--- src/rtl/design_selector.sv ---
// design_selector: button-driven design select for the output multiplexer, with blank/reset sequencing.
// Optional DESIGN_SELECTOR_PREV_EN enables the "previous design" button path.

module design_selector_btn #(
   parameter int unsigned DEBOUNCE_CYCLES = 250000
) (
   input  logic clk,
   input  logic rst,
   input  logic btn,
   output logic req
);

   localparam int unsigned DW = $clog2(DEBOUNCE_CYCLES);
   localparam logic [DW-1:0] CNT_LAST = DW'(DEBOUNCE_CYCLES - 1);

   logic          meta;
   logic          sync;
   logic          level;
   logic          level_q;
   logic [DW-1:0] cnt;

   always_ff @(posedge clk) begin
      if (rst) begin
         meta    <= 1'b0;
         sync    <= 1'b0;
         level   <= 1'b0;
         level_q <= 1'b0;
         cnt     <= '0;
         req     <= 1'b0;
      end else begin
         meta    <= btn;
         sync    <= meta;
         level_q <= level;
         req     <= level & ~level_q;
         // Level flips only after the synchronized input has disagreed for the full window.
         if (sync == level) begin
            cnt <= '0;
         end else if (cnt == CNT_LAST) begin
            level <= ~level;
            cnt   <= '0;
         end else begin
            cnt <= cnt + 1'b1;
         end
      end
   end

endmodule

module design_selector #(
   parameter int unsigned NUM_DESIGNS     = 8,
   parameter int unsigned DEBOUNCE_CYCLES = 250000,
   parameter int unsigned SWITCH_GAP      = 16
) (
   input  logic       clk,
   input  logic       rst,
   input  logic       btn_next_in,
   input  logic       btn_prev_in,
   output logic [2:0] design_sel_out,
   output logic       mux_en_out,
   output logic       design_rst_out,
   output logic       sel_changed_out
);

   localparam int unsigned PW = $clog2(SWITCH_GAP + 1);
   localparam logic [PW-1:0] PHASE_LAST = PW'(SWITCH_GAP - 1);
   localparam logic [2:0]    SEL_LAST   = 3'(NUM_DESIGNS - 1);

   typedef enum logic [1:0] {
      RST_HOLD,
      IDLE,
      DRAIN,
      SWAP_RST
   } state_t;

   state_t        state;
   logic [PW-1:0] phase;
   logic          go_prev;
   logic          req_next;
   logic          req_prev;
   logic [2:0]    sel_new;

   design_selector_btn #(
      .DEBOUNCE_CYCLES(DEBOUNCE_CYCLES)
   ) u_next (
      .clk (clk),
      .rst (rst),
      .btn (btn_next_in),
      .req (req_next)
   );

`ifdef DESIGN_SELECTOR_PREV_EN
   design_selector_btn #(
      .DEBOUNCE_CYCLES(DEBOUNCE_CYCLES)
   ) u_prev (
      .clk (clk),
      .rst (rst),
      .btn (btn_prev_in),
      .req (req_prev)
   );
`else
   logic unused_prev;
   assign unused_prev = btn_prev_in;
   assign req_prev    = 1'b0;
`endif

   always_comb begin
      sel_new = '0;
      if (go_prev) begin
         sel_new = (design_sel_out == 3'd0 || design_sel_out > SEL_LAST) ? SEL_LAST
                                                                        : design_sel_out - 3'd1;
      end else begin
         sel_new = (design_sel_out >= SEL_LAST) ? 3'd0 : design_sel_out + 3'd1;
      end
   end

   always_ff @(posedge clk) begin
      if (rst) begin
         state           <= RST_HOLD;
         phase           <= '0;
         go_prev         <= 1'b0;
         design_sel_out  <= '0;
         mux_en_out      <= 1'b0;
         design_rst_out  <= 1'b1;
         sel_changed_out <= 1'b0;
      end else begin
         sel_changed_out <= 1'b0;
         case (state)
            RST_HOLD: begin
               if (phase == PHASE_LAST) begin
                  state          <= IDLE;
                  phase          <= '0;
                  mux_en_out     <= 1'b1;
                  design_rst_out <= 1'b0;
               end else begin
                  phase <= phase + 1'b1;
               end
            end
            IDLE: begin
               // Simultaneous next/prev requests cancel each other.
               if (req_next ^ req_prev) begin
                  state      <= DRAIN;
                  phase      <= '0;
                  go_prev    <= req_prev;
                  mux_en_out <= 1'b0;
               end
            end
            DRAIN: begin
               if (phase == PHASE_LAST) begin
                  state          <= SWAP_RST;
                  phase          <= '0;
                  design_sel_out <= sel_new;
                  design_rst_out <= 1'b1;
               end else begin
                  phase <= phase + 1'b1;
               end
            end
            SWAP_RST: begin
               if (phase == PHASE_LAST) begin
                  state           <= IDLE;
                  phase           <= '0;
                  mux_en_out      <= 1'b1;
                  design_rst_out  <= 1'b0;
                  sel_changed_out <= 1'b1;
               end else begin
                  phase <= phase + 1'b1;
               end
            end
            default: begin
               state          <= RST_HOLD;
               phase          <= '0;
               mux_en_out     <= 1'b0;
               design_rst_out <= 1'b1;
            end
         endcase
      end
   end

endmodule

--- config.mk ---
export PLATFORM = sky130hd
export DESIGN_NAME = design_selector
export DESIGN_NICKNAME = d
export VERILOG_FILES = /design/src/rtl/design_selector.sv
export SDC_FILE = /design/constraint.sdc
export NUM_CORES = 1
export LEC_CHECK = 0
export CAP_MARGIN = 10
export CELL_PAD_IN_SITES_DETAIL_PLACEMENT = 0
export CELL_PAD_IN_SITES_GLOBAL_PLACEMENT = 1
export CORE_MARGIN = 2
export CORE_UTILIZATION = 45
export DETAILED_ROUTE_END_ITERATION = 8
export PLACE_DENSITY = 0.82
export SYNTH_ARGS = -nofsm -noshare
export SYNTH_HDL_FRONTEND = slang
export SYNTH_SLANG_ARGS = --single-unit
--- constraint.sdc ---
create_clock -name clk -period 4.5 [get_ports clk]
set_clock_uncertainty 0.15 [all_clocks]
set_input_delay 1.35 -clock clk [delete_from_list [all_inputs] [get_ports clk]]
set_output_delay 1.35 -clock clk [all_outputs]
set_load 0.02 [all_outputs]
==> results of run 1 <==
[registers in the layout (all words and copies together) (netlist names)]
signal	count
u_next.meta	1
u_next.sync	1
u_next.level_q	1
u_next.level	1
design_sel_out	3
sel_changed_out	1
u_next.req	1
design_rst_out	1
u_next.cnt	18
state	2
phase	5
mux_en_out	1
[cells in the mapped netlist (all sizes together) (5+ instances only)]
library cell | count | area, um2
inv | 5 | 18.77
nor4 | 5 | 31.28
nand3 | 10 | 55.05
o21ai | 8 | 51.30
a21oi | 11 | 55.05
nand4 | 7 | 43.79
nor2 | 28 | 105.1
xnor2 | 12 | 105.1
dfxtp | 36 | 720.7
nand2 | 13 | 48.80
ha | 7 | 87.58
nor3 | 7 | 35.03
[final timing paths]
path                                     endpoint              start  cells after the start
worst max register to register     u_next.cnt[16]      u_next.cnt[0]                      5
worst min-delay path                   u_next.req     u_next.level_q                      1
worst max-delay path            design_sel_out[0]  design_sel_out[0]                      1
worst min register to register         u_next.req     u_next.level_q                      1
[report_power, final]
group,switching (mW),internal (mW)
Sequential,0.0182,0.338
Clock,0.107,0.116
Combinational,0.0707,0.0580
[per-stage QoR]
stage	hold WS [ps]	instances	util [%]	worst slack [ps]	power, mW
after detailed placement	230.1	235	51.13	1491	0.4908
after global placement	223.2	235	51.13	1535	0.4836
final	234.8	243	53.38	1623	0.7083
after global routing	267.8	243	53.38	1529	0.7514
after CTS	242.2	243	53.38	1588	0.7139
after floorplan	218.2	186	-	2267	0.4712
[kinds of logic (layout without fill, tap and decap cells)]
logic type	after synthesis	in the layout	share of synthesized area, %
adders and majority gates	7	7	5.397
AOI/OAI and AO/OA	22	22	7.942
buffers and inverters	10	21	2.852
muxes	1	1	0.6168
xor gates and xnor gates	15	15	8.096
and+or+nand+nor	95	95	30.69
DFF	36	36	44.41
[layer usage]
layer / share of wire [%] / GRT usage (%) / vias up
met5: 0 / 0 / -
met4: 0.58 / 6.250 / 0
met3: 4.8 / 5.282 / 2
met2: 46 / 26.17 / 26
met1: 49 / 23.04 / 605
li1: - / - / 670
[area by class of cell]
class                   count  area [um2]  share of cell area (%)
inverters                   5       18.77                   1.037
well taps                  46       57.56                   3.181
clock buffers               6       41.29                   2.282
multi-input cells         140       855.8                   47.30
clock inverters             2       35.03                   1.936
repair buffers              8       80.08                   4.426
flip-flops and latches     36       720.7                   39.83
==> results.yml, run 1 <==
worst_setup_path:
  cp_max_fo: 5
  cp_top_family: "buffers and inverters"
  crit_slowest_cell: "clkdlybuf4s50_1"
  r2r_slack_ps: 2700
  crit_buf_inv: 1
  cp-start-kind: "register"
  worstPathCellList: "clkdlybuf4s50_1"
  criticalPathCategory: "register to output port"
  cp.required_ps: 3000
  cp-end-kind: "output port"
  critPathArrivalTime_ps: 1380
  slowest_delay_ps: 630
die:
  die_h_um: 64.05
  ioPinCount: 10
  num_rows: 21
  die_w_um: 64.05
  start_util_pct: 47.88
  core_um2: 3390
  die-area_um2: 4102
synthesis:
  ys.warnings.count: 0
  ys_seq_elements: 36
  avgSynthCellArea_um2: 8.725
  synth_flop_cell: "dfxtp_1"
  synth_cells: 186
  syn_area_um2: 1623
  synth_nets: 197
  yosysSeqAreaShare_pct: 44.41
  synth-edff-count: 0
  yosys.cell_types.count: 34
  async_flop_share_pct: 0
detailed_routing:
  dr.pass1.iters: 4
  drt_iter0_markers: 115
  wl_per_cell_um: 12.72
  vias_per_cell: 5.362
  ant_nets: 0
  vias: 1303
  drc_errors: 0
  totalWireLength_um: 3090
cts:
  ctsResizeCount: 0
  clockRootBuffer: "clkbuf_4"
  cts_tree: "yes"
  path_clk_slew_ps: 110
  cts_buffers: 5
  hold_buffers: 0
  clk_latency_ps: 340
  cts_setup_buffers: 0
  cts_num_sinks: 36
  clockBufferDepth: 2
  htree_levels: 2
power_and_ir_drop:
  p_leak_nw: 0.5876
  powerDensity_nw_per_um2: 391.5
  ir_worst_vdd_uv: 197.1
grt:
  antenna_found_initial: 0
  groute.usage.overall_pct: 17.26
  grt_pass1_wl_um: 5485
  grt_pass1_vias: 1224
  overflow: 0
  grt_max_degree: 19
sta:
  finalSetupViolCount: 0
  max-slew-margin-rel_pct: 60.30
  period_share_pct: 63.94
  hold_viol: 0
  finalSetupTns_ps: 0
  grt_setup_unrepaired: "false"
  fmax_ghz: 0.3476
  worst_slew_pin_slew_ps: 593.6
  slew_viol_final: 0
  min_period_ps: 2877
run_status:
  status: "finished clean"
min_path:
  hp-class: "register to register"
job:
  cap_violations: 0
cells_and_area:
  design_area_um2: 1809
  final_cell_mix: "dfxtp_1, nor2_1, nand2_1"
  layout-drive-gt1-share_pct: 5.584
  antenna_cells: 0
  nFillCells: 323
  nNetsFinal: 207
  syn_to_final_growth_pct: 11.49
  final_common_cell: "dfxtp_1"
placement:
  dp.final_hpwl_um: 2261
  dpl-instance-area_um2: 1733
  io_buffers: 8
  place_congestion: 0.7542
Note: power is estimated with default switching activity, not from simulation.
==> inputs of run 2 (changes only) <==
--- a/config.mk
+++ b/config.mk
@@ -9,9 +9,9 @@
 export CELL_PAD_IN_SITES_DETAIL_PLACEMENT = 0
 export CELL_PAD_IN_SITES_GLOBAL_PLACEMENT = 1
 export CORE_MARGIN = 2
-export CORE_UTILIZATION = 45
+export CORE_UTILIZATION = 44
 export DETAILED_ROUTE_END_ITERATION = 8
-export PLACE_DENSITY = 0.82
+export PLACE_DENSITY = 0.8
 export SYNTH_ARGS = -nofsm -noshare
 export SYNTH_HDL_FRONTEND = slang
 export SYNTH_SLANG_ARGS = --single-unit
==> constraint.sdc (replaced) <==
create_clock -name clk -period 3 [get_ports clk]
set_clock_uncertainty 0.15 [all_clocks]
set_input_delay 0.9 -clock clk [delete_from_list [all_inputs] [get_ports clk]]
set_output_delay 0.9 -clock clk [all_outputs]
set_load 0.02 [all_outputs]
==> results.yml, run 2 (same netlist as run 1, synthesis figures left out) <==
run_status:
  status: "finished clean"
detailed_routing:
  totalWireLength_um: 2934
  dr.pass1.iters: 4
  vias_per_cell: 5.398
  wl_per_cell_um: 11.93
  ant_nets: 0
  vias: 1328
  drt_iter0_markers: 68
  drc_errors: 0
worst_setup_path:
  cp-end-kind: "output port"
  crit_buf_inv: 1
  criticalPathCategory: "register to output port"
  slowest_delay_ps: 620
  crit_slowest_cell: "clkdlybuf4s50_1"
  worstPathCellList: "clkdlybuf4s50_1"
  cp_max_fo: 5
  cp-start-kind: "register"
  cp.required_ps: 1950
  cp_top_family: "buffers and inverters"
  critPathArrivalTime_ps: 1300
  r2r_slack_ps: 1210
grt:
  grt_pass1_wl_um: 5430
  groute.usage.overall_pct: 16.81
  grt_pass1_vias: 1261
  grt_max_degree: 19
  overflow: 0
  antenna_found_initial: 0
sta:
  slew_viol_final: 0
  finalSetupViolCount: 0
  min_period_ps: 2349
  fmax_ghz: 0.4258
  finalSetupTns_ps: 0
  worst_slew_pin_slew_ps: 485.3
  hold_viol: 0
  grt_setup_unrepaired: "false"
  period_share_pct: 78.29
  max-slew-margin-rel_pct: 67.58
job:
  cap_violations: 0
cts:
  path_clk_slew_ps: 70
  htree_levels: 2
  clockBufferDepth: 2
  clk_latency_ps: 290
  cts_tree: "yes"
  cts_num_sinks: 36
  cts_buffers: 5
  clockRootBuffer: "clkbuf_8"
  cts_setup_buffers: 0
  ctsResizeCount: 0
  hold_buffers: 0
die:
  core_um2: 3606
  start_util_pct: 45.00
  die_w_um: 64.73
  ioPinCount: 10
  num_rows: 22
  die_h_um: 64.73
  die-area_um2: 4190
cells_and_area:
  antenna_cells: 0
  utilization_pct: 51.32
  layout-drive-gt1-share_pct: 6.061
  final_cell_mix: "dfxtp_1, nor2_1, nand2_1"
  syn_to_final_growth_pct: 14.03
  largest_register_ffs: 18
  largest_register: "u_next.cnt"
  nNetsFinal: 208
  final_common_cell: "dfxtp_1"
  largestRegisters: "u_next.cnt x18, phase x5, design_sel_out x3"
placement:
  place_congestion: 0.7774
  io_buffers: 8
  dp.final_hpwl_um: 2077
power_and_ir_drop:
  powerDensity_nw_per_um2: 617.6
  ir_worst_vdd_uv: 323.8
  p_leak_nw: 0.6053
min_path:
  hp-class: "register to register"
[run 2: cell count changes in the layout (fill, tap and decap cells not counted), sizes merged]
cell	change
buf	+1
[run 2: through the flow]
stage               total power, mW  cell area [um2]  setup WS [ps]  hold slack (ps)  cells
global placement             0.7315             1743          879.0            222.0    238
floorplan                    0.7067             1623           1217            218.2    186
finish                        1.143             1851          651.3            240.6    246
detailed placement           0.7383             1743          837.2            228.6    238
global route                  1.215             1851          582.0            253.3    246
CTS                           1.151             1851          635.2            238.9    246
[run 2: layout make-up]
cell class                      count  area [um2]
Multi-Input combinational cell    140       855.8
Inverter                            5       18.77
Clock buffer                        6       72.57
Tap cell                           48       60.06
Clock inverter                      2       35.03
Fill cell                         362        1755
Sequential cell                    36       720.7
Timing Repair Buffer                9       87.58
[run 2: path summary, 6_finish.rpt]
| path | endpoint | from | depth (start not counted) |
|---|---|---|---|
| setup / recovery | design_sel_out[0] | design_sel_out[0] | 1 |
| setup reg to reg | state[0] | state[0] | 4 |
| hold reg to reg | u_next.req | u_next.level_q | 1 |
| hold / removal | u_next.req | u_next.level_q | 1 |
[run 2: metal layers]
layer | up-vias | GRT usage (%) | wire length, um
li1 | 668 | - | -
met1 | 631 | 18.41 | 1318
met2 | 24 | 28.99 | 1441
met3 | 5 | 5.729 | 114
met4 | 0 | 7.979 | 59
met5 | - | 0 | 0
[run 2: report_power, final]
group / switching [mW] / total (mW) / leakage [nW] / internal, mW
Clock: 0.165 / 0.412 / 0.0552 / 0.246
Sequential: 0.0277 / 0.535 / 0.291 / 0.507
Combinational: 0.109 / 0.196 / 0.259 / 0.0874
[run 2: worst register-to-register path, stage by stage (launching register included)]
cell and delay [ps]:
dfxtp_1 380, ha_1 350, nor2b_1 470, a21oi_1 110, a211oi_1 250
==> inputs of run 3 (changes only) <==
==> constraint.sdc (replaced) <==
create_clock -name clk -period 2.2 [get_ports clk]
set_clock_uncertainty 0.15 [all_clocks]
set_input_delay 0.66 -clock clk [delete_from_list [all_inputs] [get_ports clk]]
set_output_delay 0.66 -clock clk [all_outputs]
set_load 0.02 [all_outputs]
==> results.yml, run 3 (same netlist as run 1, synthesis figures left out) <==
run_status:
  status: "finished clean"
cells_and_area:
  largestRegisters: "u_next.cnt x18, phase x5, design_sel_out x3"
  final_cell_mix: "dfxtp_1, nor2_1, nand2_1"
  antenna_cells: 0
  multi_input_area_um2: 855.8
  layout-drive-gt1-share_pct: 5.556
  nFillCells: 346
  largest_register: "u_next.cnt"
  seq_area_um2: 720.7
  stdcell_count: 246
  final_common_cell: "dfxtp_1"
  nNetsFinal: 208
  syn_to_final_growth_pct: 12.95
  largest_register_ffs: 18
job:
  cap_violations: 0
placement:
  place_congestion: 0.7549
  dp.final_hpwl_um: 2068
  place_ws_ps: 303.4
  io_buffers: 8
  dp.cells: 238
detailed_routing:
  vias: 1291
  drt_iter0_markers: 47
  dr.pass1.iters: 4
  wl_per_cell_um: 12.00
  drt-met1-wl_um: 1426
  vias_per_cell: 5.248
  routed.top_layer: "met4"
  met2_length_um: 1391
  ant_nets: 0
  drc_errors: 0
  totalWireLength_um: 2951
  wl_met3_um: 79
power_and_ir_drop:
  p_leak_nw: 0.5957
  ir_worst_vdd_uv: 371.2
  powerDensity_nw_per_um2: 802.6
  power_mw: 1.471
sta:
  worst_slack_ps: 93.57
  max-slew-margin-rel_pct: 64.17
  grt_setup_unrepaired: "false"
  finalSetupViolCount: 0
  slew_viol_final: 0
  period_share_pct: 95.75
  fmax_ghz: 0.4747
  min_period_ps: 2106
  finalSetupTns_ps: 0
  holdWs_ps: 235.7
  hold_viol: 0
  worst_slew_pin_slew_ps: 536.3
worst_setup_path:
  cp_top_family: "buffers and inverters"
  crit_slowest_cell: "clkdlybuf4s50_1"
  slowest_delay_ps: 620
  cp-end-kind: "output port"
  crit_buf_inv: 1
  critPathArrivalTime_ps: 1300
  worstPathCellList: "clkdlybuf4s50_1"
  criticalPathCategory: "register to output port"
  cp_max_fo: 5
  cp.required_ps: 1390
  cp-start-kind: "register"
cts:
  cts_buffers: 5
  ctsResizeCount: 0
  clk_latency_ps: 280
  cts_tree: "yes"
  clockRootBuffer: "clkbuf_8"
  htree_levels: 2
  cts_num_sinks: 36
  path_clk_slew_ps: 70
  hold_buffers: 0
  cts_setup_buffers: 0
  clockBufferDepth: 2
grt:
  antenna_found_initial: 0
  grt_pass1_wl_um: 5457
  grt_pass1_vias: 1259
  groute.usage.overall_pct: 16.97
  grt_max_degree: 19
  overflow: 0
min_path:
  hp-class: "register to register"
die:
  die_w_um: 64.73
  ioPinCount: 10
  die_h_um: 64.73
  die-area_um2: 4190
  num_rows: 22
  core_um2: 3606
  start_util_pct: 45.00
run 3: changes by cell type in the layout (fill, tap and decap cells not counted), sizes merged:
cell,before,now
clkinv,1,0
bufinv,1,0
clkbuf,6,8
run 3: layout make-up:
cell class                 instances  area share, %
clock buffer                       8          4.915
inverter                           5          1.024
multi-input combinational        140          46.69
sequential                        36          39.32
tap                               48          3.276
timing repair buffer               9          4.778
run 3: path summary, 6_finish.rpt:
check | start | end | slack (ps) | cells after the start
worst min-delay path | u_next.level_q | u_next.req | 240 | 1
worst min register to register | u_next.level_q | u_next.req | 240 | 1
worst max-delay path | design_sel_out[0] | design_sel_out[0] | 90 | 1
worst max register to register | state[0] | state[0] | 370 | 4
run 3: per-layer routing:
metal,up-vias,track usage (%)
met1,603,19.98
met2,14,27.32
li1,669,-
met3,5,5.903
met4,0,8.511
met5,-,0
run 3: stage by stage:
| step | area, um2 | util (%) |
|---|---|---|
| 2_1_floorplan | 1623 | - |
| 3_3_place_gp | 1743 | 48.33 |
| 3_5_place_dp | 1743 | 48.33 |
| 4_1_cts | 1833 | 50.83 |
| 5_1_grt | 1833 | 50.83 |
| 6_report | 1833 | 50.83 |
run 3: power by group:
| group | leakage (nW) | switching [mW] | internal [mW] | total (mW) |
|---|---|---|---|---|
| combinational | 0.259 | 0.150 | 0.120 | 0.270 |
| clock | 0.0455 | 0.218 | 0.255 | 0.473 |
| sequential | 0.291 | 0.0369 | 0.692 | 0.728 |
